## config.mk

```make
export PLATFORM = sky130hd
export DESIGN_NAME = decode_issue_ctrl
export DESIGN_NICKNAME = d
export VERILOG_FILES = /design/src/rtl/decode_issue_ctrl_pkg.sv /design/src/rtl/decode_issue_ctrl_imm_gen.sv /design/src/rtl/decode_issue_ctrl.sv
export SDC_FILE = /design/constraint.sdc
export NUM_CORES = 1
export LEC_CHECK = 0
export CORE_UTILIZATION = 50
export DETAILED_ROUTE_END_ITERATION = 10
export HOLD_SLACK_MARGIN = 0.1
export PLACE_DENSITY = 0.78
export SLEW_MARGIN = 30
export SYNTH_ARGS = -nofsm -noshare
export SYNTH_HDL_FRONTEND = slang
export SYNTH_HIERARCHICAL = 1
export SYNTH_SLANG_ARGS = --single-unit
export TNS_END_PERCENT = 20
```

## constraint.sdc

```tcl
create_clock -name clk -period 6.61 [get_ports clk]
set_input_delay 0.661 -clock clk [delete_from_list [all_inputs] [get_ports clk]]
set_output_delay 0.661 -clock clk [all_outputs]
set_load 0.02 [all_outputs]
```

## src/rtl/decode_issue_ctrl_pkg.sv

```systemverilog
// Shared types for the decode/issue controller: instruction word, decoded
// control word, immediate encodings, issue FSM states and the ID/EX payload.
package decode_issue_ctrl_pkg;

   localparam int unsigned ILEN      = 32;
   localparam int unsigned PC_W      = 32;
   localparam int unsigned IMM_W     = 32;
   localparam int unsigned REG_IDX_W = 5;

   typedef logic [ILEN-1:0] instruction_type;

   typedef enum logic [2:0] {
      I_TYPE = 3'd0,
      U_TYPE = 3'd1,
      S_TYPE = 3'd2,
      B_TYPE = 3'd3,
      R_TYPE = 3'd4
   } encoding_type;

   typedef struct packed {
      encoding_type encoding;
      logic         mem_read;
      logic         mem_write;
      logic         reg_write;
   } control_type;

   typedef struct packed {
      instruction_type      instruction;
      logic [PC_W-1:0]      pc;
      control_type          control;
      logic [IMM_W-1:0]     imm;
      logic [REG_IDX_W-1:0] rs1;
      logic [REG_IDX_W-1:0] rs2;
      logic [REG_IDX_W-1:0] rd;
   } id_ex_type;

   typedef enum logic {
      EMPTY = 1'b0,
      FULL  = 1'b1
   } state_type;

   // Only R, S and B formats carry a real rs2 operand.
   function automatic logic uses_rs2(encoding_type enc);
      logic used;
      case (enc)
         R_TYPE, S_TYPE, B_TYPE: used = 1'b1;
         default:                used = 1'b0;
      endcase
      return used;
   endfunction

endpackage

```

## src/rtl/decode_issue_ctrl_imm_gen.sv

```systemverilog
// Immediate generator: sign-extended immediate for the given encoding.
// Only instruction bits [31:7] carry immediate fields, so the opcode is not an input.
module decode_issue_ctrl_imm_gen
   import decode_issue_ctrl_pkg::*;
(
   input  logic [ILEN-1:7]  instruction,
   input  encoding_type     encoding,
   output logic [IMM_W-1:0] imm
);

   // Select and sign-extend the immediate fields for the format.
   always_comb begin
      imm = '0;
      case (encoding)
         I_TYPE: imm = {{20{instruction[31]}}, instruction[31:20]};
         S_TYPE: imm = {{20{instruction[31]}}, instruction[31:25], instruction[11:7]};
         B_TYPE: imm = {{19{instruction[31]}}, instruction[31], instruction[7],
                        instruction[30:25], instruction[11:8], 1'b0};
         U_TYPE: imm = {instruction[31:12], 12'h000};
         default: imm = '0;
      endcase
   end

endmodule

```

## src/rtl/decode_issue_ctrl.sv

```systemverilog
// Decode-to-execute issue controller: one-entry ID/EX register with a
// valid/ready handshake, load-use bubble insertion and branch flush.
// Build option DECODE_ISSUE_PERF_EN adds bubble_count / flush_count outputs.
module decode_issue_ctrl
   import decode_issue_ctrl_pkg::*;
#(
   parameter int unsigned XLEN = 32
)(
   input  logic                 clk,
   input  logic                 reset,
   input  logic                 flush,
   input  logic                 in_valid,
   output logic                 in_ready,
   input  instruction_type      in_instruction,
   input  logic [XLEN-1:0]      in_pc,
   input  control_type          in_control,
   output logic                 out_valid,
   input  logic                 out_ready,
   output instruction_type      out_instruction,
   output logic [XLEN-1:0]      out_pc,
   output control_type          out_control,
   output logic [IMM_W-1:0]     out_imm,
   output logic [REG_IDX_W-1:0] out_rs1,
   output logic [REG_IDX_W-1:0] out_rs2,
`ifdef DECODE_ISSUE_PERF_EN
   output logic [31:0]          bubble_count,
   output logic [31:0]          flush_count,
`endif
   output logic [REG_IDX_W-1:0] out_rd
);

   state_type        state;
   state_type        state_next;
   id_ex_type        id_ex;
   logic             capture;
   logic             hazard;
   logic [IMM_W-1:0] imm;

   decode_issue_ctrl_imm_gen u_imm_gen (
      .instruction (in_instruction[ILEN-1:7]),
      .encoding    (in_control.encoding),
      .imm         (imm)
   );

   // Load in ID/EX whose destination feeds the incoming instruction.
   always_comb begin
      hazard = 1'b0;
      if (state == FULL && id_ex.control.mem_read && id_ex.rd != '0) begin
         hazard = (id_ex.rd == in_instruction[19:15]) ||
                  ((id_ex.rd == in_instruction[24:20]) && uses_rs2(in_control.encoding));
      end
   end

   assign in_ready = !flush && !hazard && (state == EMPTY || out_ready);

   // Next state: flush beats capture, capture beats drain, otherwise hold.
   always_comb begin
      state_next = state;
      capture    = 1'b0;
      if (flush) begin
         state_next = EMPTY;
      end else if (in_valid && in_ready) begin
         state_next = FULL;
         capture    = 1'b1;
      end else if (state == FULL && out_ready) begin
         state_next = EMPTY;
      end
   end

   // Issue state register.
   always_ff @(posedge clk or posedge reset) begin
      if (reset) state <= EMPTY;
      else       state <= state_next;
   end

   // ID/EX payload; only written on an accepted instruction, so a flush clears valid only.
   always_ff @(posedge clk or posedge reset) begin
      if (reset) begin
         id_ex <= '0;
      end else if (capture) begin
         id_ex.instruction <= in_instruction;
         id_ex.pc          <= in_pc;
         id_ex.control     <= in_control;
         id_ex.imm         <= imm;
         id_ex.rs1         <= in_instruction[19:15];
         id_ex.rs2         <= in_instruction[24:20];
         id_ex.rd          <= in_instruction[11:7];
      end
   end

   assign out_valid       = (state == FULL);
   assign out_instruction = id_ex.instruction;
   assign out_pc          = id_ex.pc;
   assign out_control     = id_ex.control;
   assign out_imm         = id_ex.imm;
   assign out_rs1         = id_ex.rs1;
   assign out_rs2         = id_ex.rs2;
   assign out_rd          = id_ex.rd;

`ifdef DECODE_ISSUE_PERF_EN
   // Free-running wrap-around counters of stalled-issue and flushed cycles.
   always_ff @(posedge clk or posedge reset) begin
      if (reset) begin
         bubble_count <= '0;
         flush_count  <= '0;
      end else begin
         if (hazard && out_ready)               bubble_count <= bubble_count + 32'd1;
         if (flush && (out_valid || in_valid))  flush_count  <= flush_count + 32'd1;
      end
   end
`endif

endmodule
```

==> results of run 1 <==
-- Yosys cell counts (all sizes together), types with 2 or more instances --
| master | n | area (µm²) |
|---|---|---|
| a21oi | 104 | 520.5 |
| nand3 | 104 | 520.5 |
| dfrtp | 103 | 2577 |
| nand2 | 103 | 386.6 |
| o211ai | 103 | 778.2 |
| a21boi | 101 | 758.2 |
| and3 | 100 | 625.6 |
| clkbuf | 75 | 281.5 |
| buf | 51 | 314.1 |
| o21ai | 19 | 147.6 |
| nand4bb | 18 | 202.7 |
| nor3b | 6 | 75.07 |
| xnor2 | 6 | 52.55 |
| inv | 5 | 18.77 |
| nand2b | 5 | 31.28 |
| xor2 | 4 | 35.03 |
| a32o | 3 | 30.03 |
| nor2 | 3 | 11.26 |
| nor3 | 3 | 15.01 |
| mux2i | 2 | 20.02 |
| nor2b | 2 | 12.51 |
-- cell families after synthesis --
| logic type | share of synthesized area |
|---|---|
| DFF | 0.3445 |
| and+or+nand+nor | 0.2551 |
| muxes | 0.002676 |
| buffers and inverters | 0.08212 |
| AOI/OAI and AO/OA | 0.3039 |
| xor gates and xnor gates | 0.01171 |
-- critical path, stage by stage --
cell and delay [ns]:
clkdlybuf4s50_1 0.86, a21oi_1 0.32, a2111o_2 0.60, nand2_1 0.16, a21oi_1 0.30, clkdlybuf4s50_1 0.67
-- sequential cells by signal, summed over array words and instances, names as in the netlist --
register         cells
out_imm             32
out_control          6
out_instruction     32
out_pc              32
out_valid            1
-- routing by layer --
| layer | global-route usage | wire length, µm |
|---|---|---|
| met1 | 0.4166 | 10340 |
| met3 | 0.05412 | 1650 |
| met5 | 0 | 0 |
| met2 | 0.4430 | 10780 |
| met4 | 0.09355 | 409 |
-- power by group through the flow --
stage | Combinational, W | Clock, W | Sequential (W)
after CTS | 0.00101 | 0.000525 | 0.000878
after global placement | 0.000996 | 0 | 0.000885
after global routing | 0.00108 | 0.000548 | 0.000899
after floorplan | 0.000443 | 0 | 0.00102
after detailed placement | 0.00101 | 0 | 0.000885
final | 0.00101 | 0.000520 | 0.000880
-- area by class of cell --
class / count / area share
well taps: 184 / 0.02429
clock inverters: 3 / 0.001848
clock buffers: 13 / 0.02746
inverters: 5 / 0.002244
flip-flops and latches: 103 / 0.2719
multi-input cells: 694 / 0.4572
repair buffers: 206 / 0.2150
-- metrics by stage --
step	hold WS, ns	setup WS (ns)	area (µm²)	total power, W
floorplan	0.6414	3.245	7481	0.001461
CTS	0.5735	2.444	9477	0.002418
global route	0.5868	2.209	9479	0.002532
finish	0.5637	2.356	9479	0.002415
global placement	0.5472	2.501	9180	0.001881
detailed placement	0.5590	2.471	9199	0.001897
-- path summary, 6_finish.rpt --
kind | endpoint | slack (ns)
max | in_ready | 2.36
min | out_pc[21] | 0.56
max reg2reg | out_imm[30] | 3.56
min reg2reg | out_pc[21] | 0.56
max in group asynchronous | out_control[2] | 4.69
min in group asynchronous | out_pc[20] | 0.76
==> out/results.ini, run 1 <==
[critical_path]
r2r-start = out_instruction[7]
critPathMaxFanout = 38
critPathKind = in2out
cp-end-kind = primary output
reg2reg_depth = 6
cp-start-kind = primary input
cp_data_arrival_time_ns = 3.59
critPathRequiredTime_ns = 5.95
crit_start = in_control[4]

[clock_network]
hold_buffers = 0
clk_pin_slew_worst_paths_ns = 0.07
h-tree-depth = 3
numCtsBuffers = 9
cts_tree = done
clock_sinks = 103
clockBufferDepth = 2
post-cts-setup-buffers = 0
cts_resized = 0
cts_root_buf = clkbuf_16
insertion_delay_ns = 0.35

[timing]
max_slew_margin = 0.3870
min_period_ns = 4.254
fmax_mhz = 235.1
final_hold_viol_count = 0
skew_ns = 0.005301
slew_violations = 0
rsz0062_at_grt = no
setup_viol = 0
finalCritPeriodShare = 0.6436
worst_pin_slew_ns = 0.9195
fin_tns_setup_ns = 0

[synth]
ys_warn_count = 6
ys_seq_elements = 103
synth.distinct_cells = 36
syn_inst = 928
syn_area_um2 = 7481
synth_nets = 1003
synth_flop_cell = dfrtp_1
ys_seq_area_frac = 0.3445
synth_edf_count = 0
ys_async_sr_fraction = 1.000
avgSynthCellArea_um2 = 8.061

[run]
maxCapViolCount = 0

[route]
drc = 0
drt-initial-drc-count = 796
post_drt_wl_per_cell_um = 19.19
viasPerCell = 6.307
antenna_left = 0
wl_um = 23180
vias = 7619
first_pass_iters = 5

[min_path]
hold_depth = 2
hold_path.class = reg2reg
min_from = out_pc[21]

[placement]
io_buffers = 193
gp_congestion = 0.7941
dp_hpwl_um = 13870
place_inst = 1192

[floorplan]
io_pins = 194
dieArea_um2 = 15460
start_util = 0.5128
rows = 44
core-area_um2 = 14590
die_y_um = 124.3
die_w_um = 124.3

[grt]
grt_pass1_vias = 6927
grt_max_degree = 113
grtUsageTotal = 0.2911
antenna_found_initial = 0
grt_pass1_wl_um = 36990
overflow = 0

[final_layout]
fin_cells = 1208
nNetsFinal = 1094
layout_commonest_cell = clkdlybuf4s50_1
final_cell_mix = clkdlybuf4s50_1, a21oi_1, nand2_1, nand3_1, dfrtp_1
antenna_cells = 0
fillers = 1222
drive_gt1_frac = 0.05762
area_growth_pct = 26.71
multi_input_area_um2 = 4334
regArea_um2 = 2577
postLayoutCoreUtil = 0.6497

[power_and_ir_drop]
cellLeakagePower_nw = 3.651
ir_worst_vdd_v = 0.0001396
seqPwrFrac = 0.365
combPwrFrac = 0.420
p_per_area_nw_per_um2 = 254.8
intPower_w = 0.001505
p_sw_frac = 0.3770
power_switching_w = 0.0009104
clockPowerShare = 0.215

[outcome]
status = finished clean

Note: power is estimated with default switching activity, not from simulation.
==> run 2, diff against run 1 <==
==> constraint.sdc (replaced) <==
create_clock -name clk -period 4.5 [get_ports clk]
set_input_delay 0.45 -clock clk [delete_from_list [all_inputs] [get_ports clk]]
set_output_delay 0.45 -clock clk [all_outputs]
set_load 0.02 [all_outputs]
==> run 2 against run 1 <==
- count of clock-buffer cells in the layout fell by 1
- design area rose by 0.57%
- register-to-register slack got worse by 2.0 ns
- routed wire length rose by 1.7%
- combinational power rose by 48%
- critical path depth did not move
- total power rose by 48%
- die area did not move
- global-route usage rose by 0.32 points
- sequential cell count did not move
- non-clock buffer count rose by 4
==> out/results.ini, run 2 (synthesized netlist as in run 1, its figures left out) <==
[outcome]
status = finished clean

[clock_network]
cts_resized = 0  ; unchanged
insertion_delay_ns = 0.35  ; about the same
cts_tree = done
cts_root_buf = clkbuf_16
post-cts-setup-buffers = 0  ; unchanged
numCtsBuffers = 9  ; unchanged
clk_pin_slew_worst_paths_ns = 0.07  ; about the same
hold_buffers = 0  ; unchanged
h-tree-depth = 3  ; unchanged
clock_sinks = 103  ; unchanged
clockBufferDepth = 2  ; unchanged

[critical_path]
cp-start-kind = register
critPathKind = reg2out
cpPeakStageDelay_ns = 0.57  ; -0.29 ns
cp_slowest_cell = clkdlybuf4s50_1
crit_buf_inv = 1  ; -1
critPathRequiredTime_ns = 4.05  ; -1.90 ns
r2r-start = out_instruction[7]
worstSetupEndpoint = in_ready
crit_start = out_instruction[7]
reg2reg_depth = 6  ; unchanged
cpLargestDelayFamily = simple AND/OR/NAND/NOR gates
reg2reg_slack_ns = 1.53  ; -2.03 ns
cp_cell_sequence = xor2_1, nor3_1, nand3_4, nand2_1, a21oi_1, clkdlybuf4s50_1
critical_path_depth = 6  ; unchanged
cp-end-kind = primary output
cp_data_arrival_time_ns = 2.94  ; -0.65 ns
r2r_end = out_pc[31]
critPathMaxFanout = 44  ; +16%

[timing]
whs_ns = 0.4700  ; -0.09368 ns
min_period_ns = 3.387
max_slew_margin = 0.3343  ; -0.05274
final_hold_viol_count = 0  ; unchanged
rsz0062_at_grt = no
slew_violations = 0  ; unchanged
setup_viol = 0  ; unchanged
fmax_mhz = 295.3
skew_ns = 0.006548  ; +0.001246 ns
worst_pin_slew_ns = 0.9939  ; +0.07435 ns
finalCritPeriodShare = 0.7526
fin_tns_setup_ns = 0  ; unchanged

[grt]
grt_pass1_vias = 7048  ; +1.7%
overflow = 0  ; unchanged
grt_max_degree = 159  ; +41%
antenna_found_initial = 0  ; unchanged
grt_pass1_wl_um = 37640  ; +1.8%
grtUsageTotal = 0.2943  ; +0.003237

[final_layout]
area_growth_pct = 27.43
layout_commonest_cell = clkdlybuf4s50_1
multi_input_area_um2 = 4334  ; unchanged
final_cell_area_um2 = 9533  ; +0.57%
fillers = 1257  ; +2.9%
drive_gt1_frac = 0.06232  ; +0.004700
nNetsFinal = 1098  ; +0.37%
antenna_cells = 0  ; unchanged
final_cell_mix = clkdlybuf4s50_1, a21oi_1, nand2_1, nand3_1, dfrtp_1
regArea_um2 = 2577  ; unchanged

[floorplan]
io_pins = 194  ; unchanged
core-area_um2 = 14590  ; unchanged
die_y_um = 124.3  ; unchanged
dieArea_um2 = 15460  ; unchanged
rows = 44  ; unchanged
die_w_um = 124.3  ; unchanged
start_util = 0.5128  ; unchanged

[route]
viasPerCell = 6.409  ; +1.6%
post_drt_wl_per_cell_um = 19.46  ; +1.4%
drc = 0  ; unchanged
wl_um = 23560  ; +1.7%
first_pass_iters = 6  ; +1
drt-initial-drc-count = 918  ; +15%
antenna_left = 0  ; unchanged
vias = 7761  ; +1.9%

[min_path]
hold_path.class = in2async

[power_and_ir_drop]
cellLeakagePower_nw = 3.682  ; +0.85%
ir_worst_vdd_v = 0.0002117  ; +52%
finalPower_w = 0.003569  ; +48%
p_per_area_nw_per_um2 = 374.4  ; +47%

[placement]
io_buffers = 193  ; unchanged
gp_congestion = 0.8561  ; +7.8%
placed_cell_area_um2 = 9246  ; +0.52%
dp_hpwl_um = 14260  ; +2.8%

[run]
maxCapViolCount = 0  ; unchanged

==> run 2: changes by cell type in the layout (fill, tap and decap cells not counted) <==
cell,before,now
clkbuf_8,2,3
buf_4,12,15
buf_8,1,0
clkbuf_1,2,0
buf_12,0,2
==> run 2: per-stage QoR <==
step / util / setup slack [ns] / instances
detailed placement: 0.6338 / 1.192 / 1196
CTS: 0.6533 / 1.147 / 1211
finish: 0.6534 / 1.113 / 1211
global route: 0.6534 / 0.9668 / 1211
floorplan: - / 1.346 / 928
global placement: 0.6335 / 1.203 / 1196
==> run 2: worst min-delay path by stage <==
| stage | cells past startpoint | slack [ns] | endpoint | from |
|---|---|---|---|---|
| 6_report | 2 | 0.47 | out_pc[17] | reset |
| 5_1_grt | 2 | 0.52 | out_pc[22] | reset |
| 4_1_cts | 2 | 0.49 | out_pc[17] | reset |
| 3_5_place_dp | 2 | 0.56 | out_imm[5] | out_imm[5] |
| 3_3_place_gp | 2 | 0.55 | out_imm[21] | out_imm[21] |
| 2_1_floorplan | 1 | 0.52 | out_valid | flush |
==> run 2: worst reg2reg max path: stages, from the launching register on <==
cell,delay [ns]
dfrtp_1,0.56
xor2_1,0.24
nor3_1,0.31
nand3_4,0.51
and2_4,0.52
buf_4,0.41
o211ai_1,0.33
==> run 2: area by class of cell <==
cell class | count | share of cell area
inverters | 5 | 0.002231
repair buffers | 210 | 0.2188
clock inverters | 3 | 0.001838
clock buffers | 12 | 0.02796
well taps | 184 | 0.02415
flip-flops and latches | 103 | 0.2704
multi-input cells | 694 | 0.4547
==> run 2: power by group <==
part | switching (W) | leakage (nW) | internal (W)
Combinational | 0.000796 | 2.31 | 0.000697
Clock | 0.000358 | 0.140 | 0.000417
Sequential | 0.000190 | 1.23 | 0.00111
==> run 2: routing by layer <==
| layer | track usage | share of wire | vias up |
|---|---|---|---|
| met4 | 0.1091 | 0.027 | 0 |
| met2 | 0.4462 | 0.45 | 392 |
| met1 | 0.4175 | 0.44 | 3748 |
| met3 | 0.05369 | 0.078 | 49 |
| met5 | 0 | 0 | - |
| li1 | - | - | 3572 |
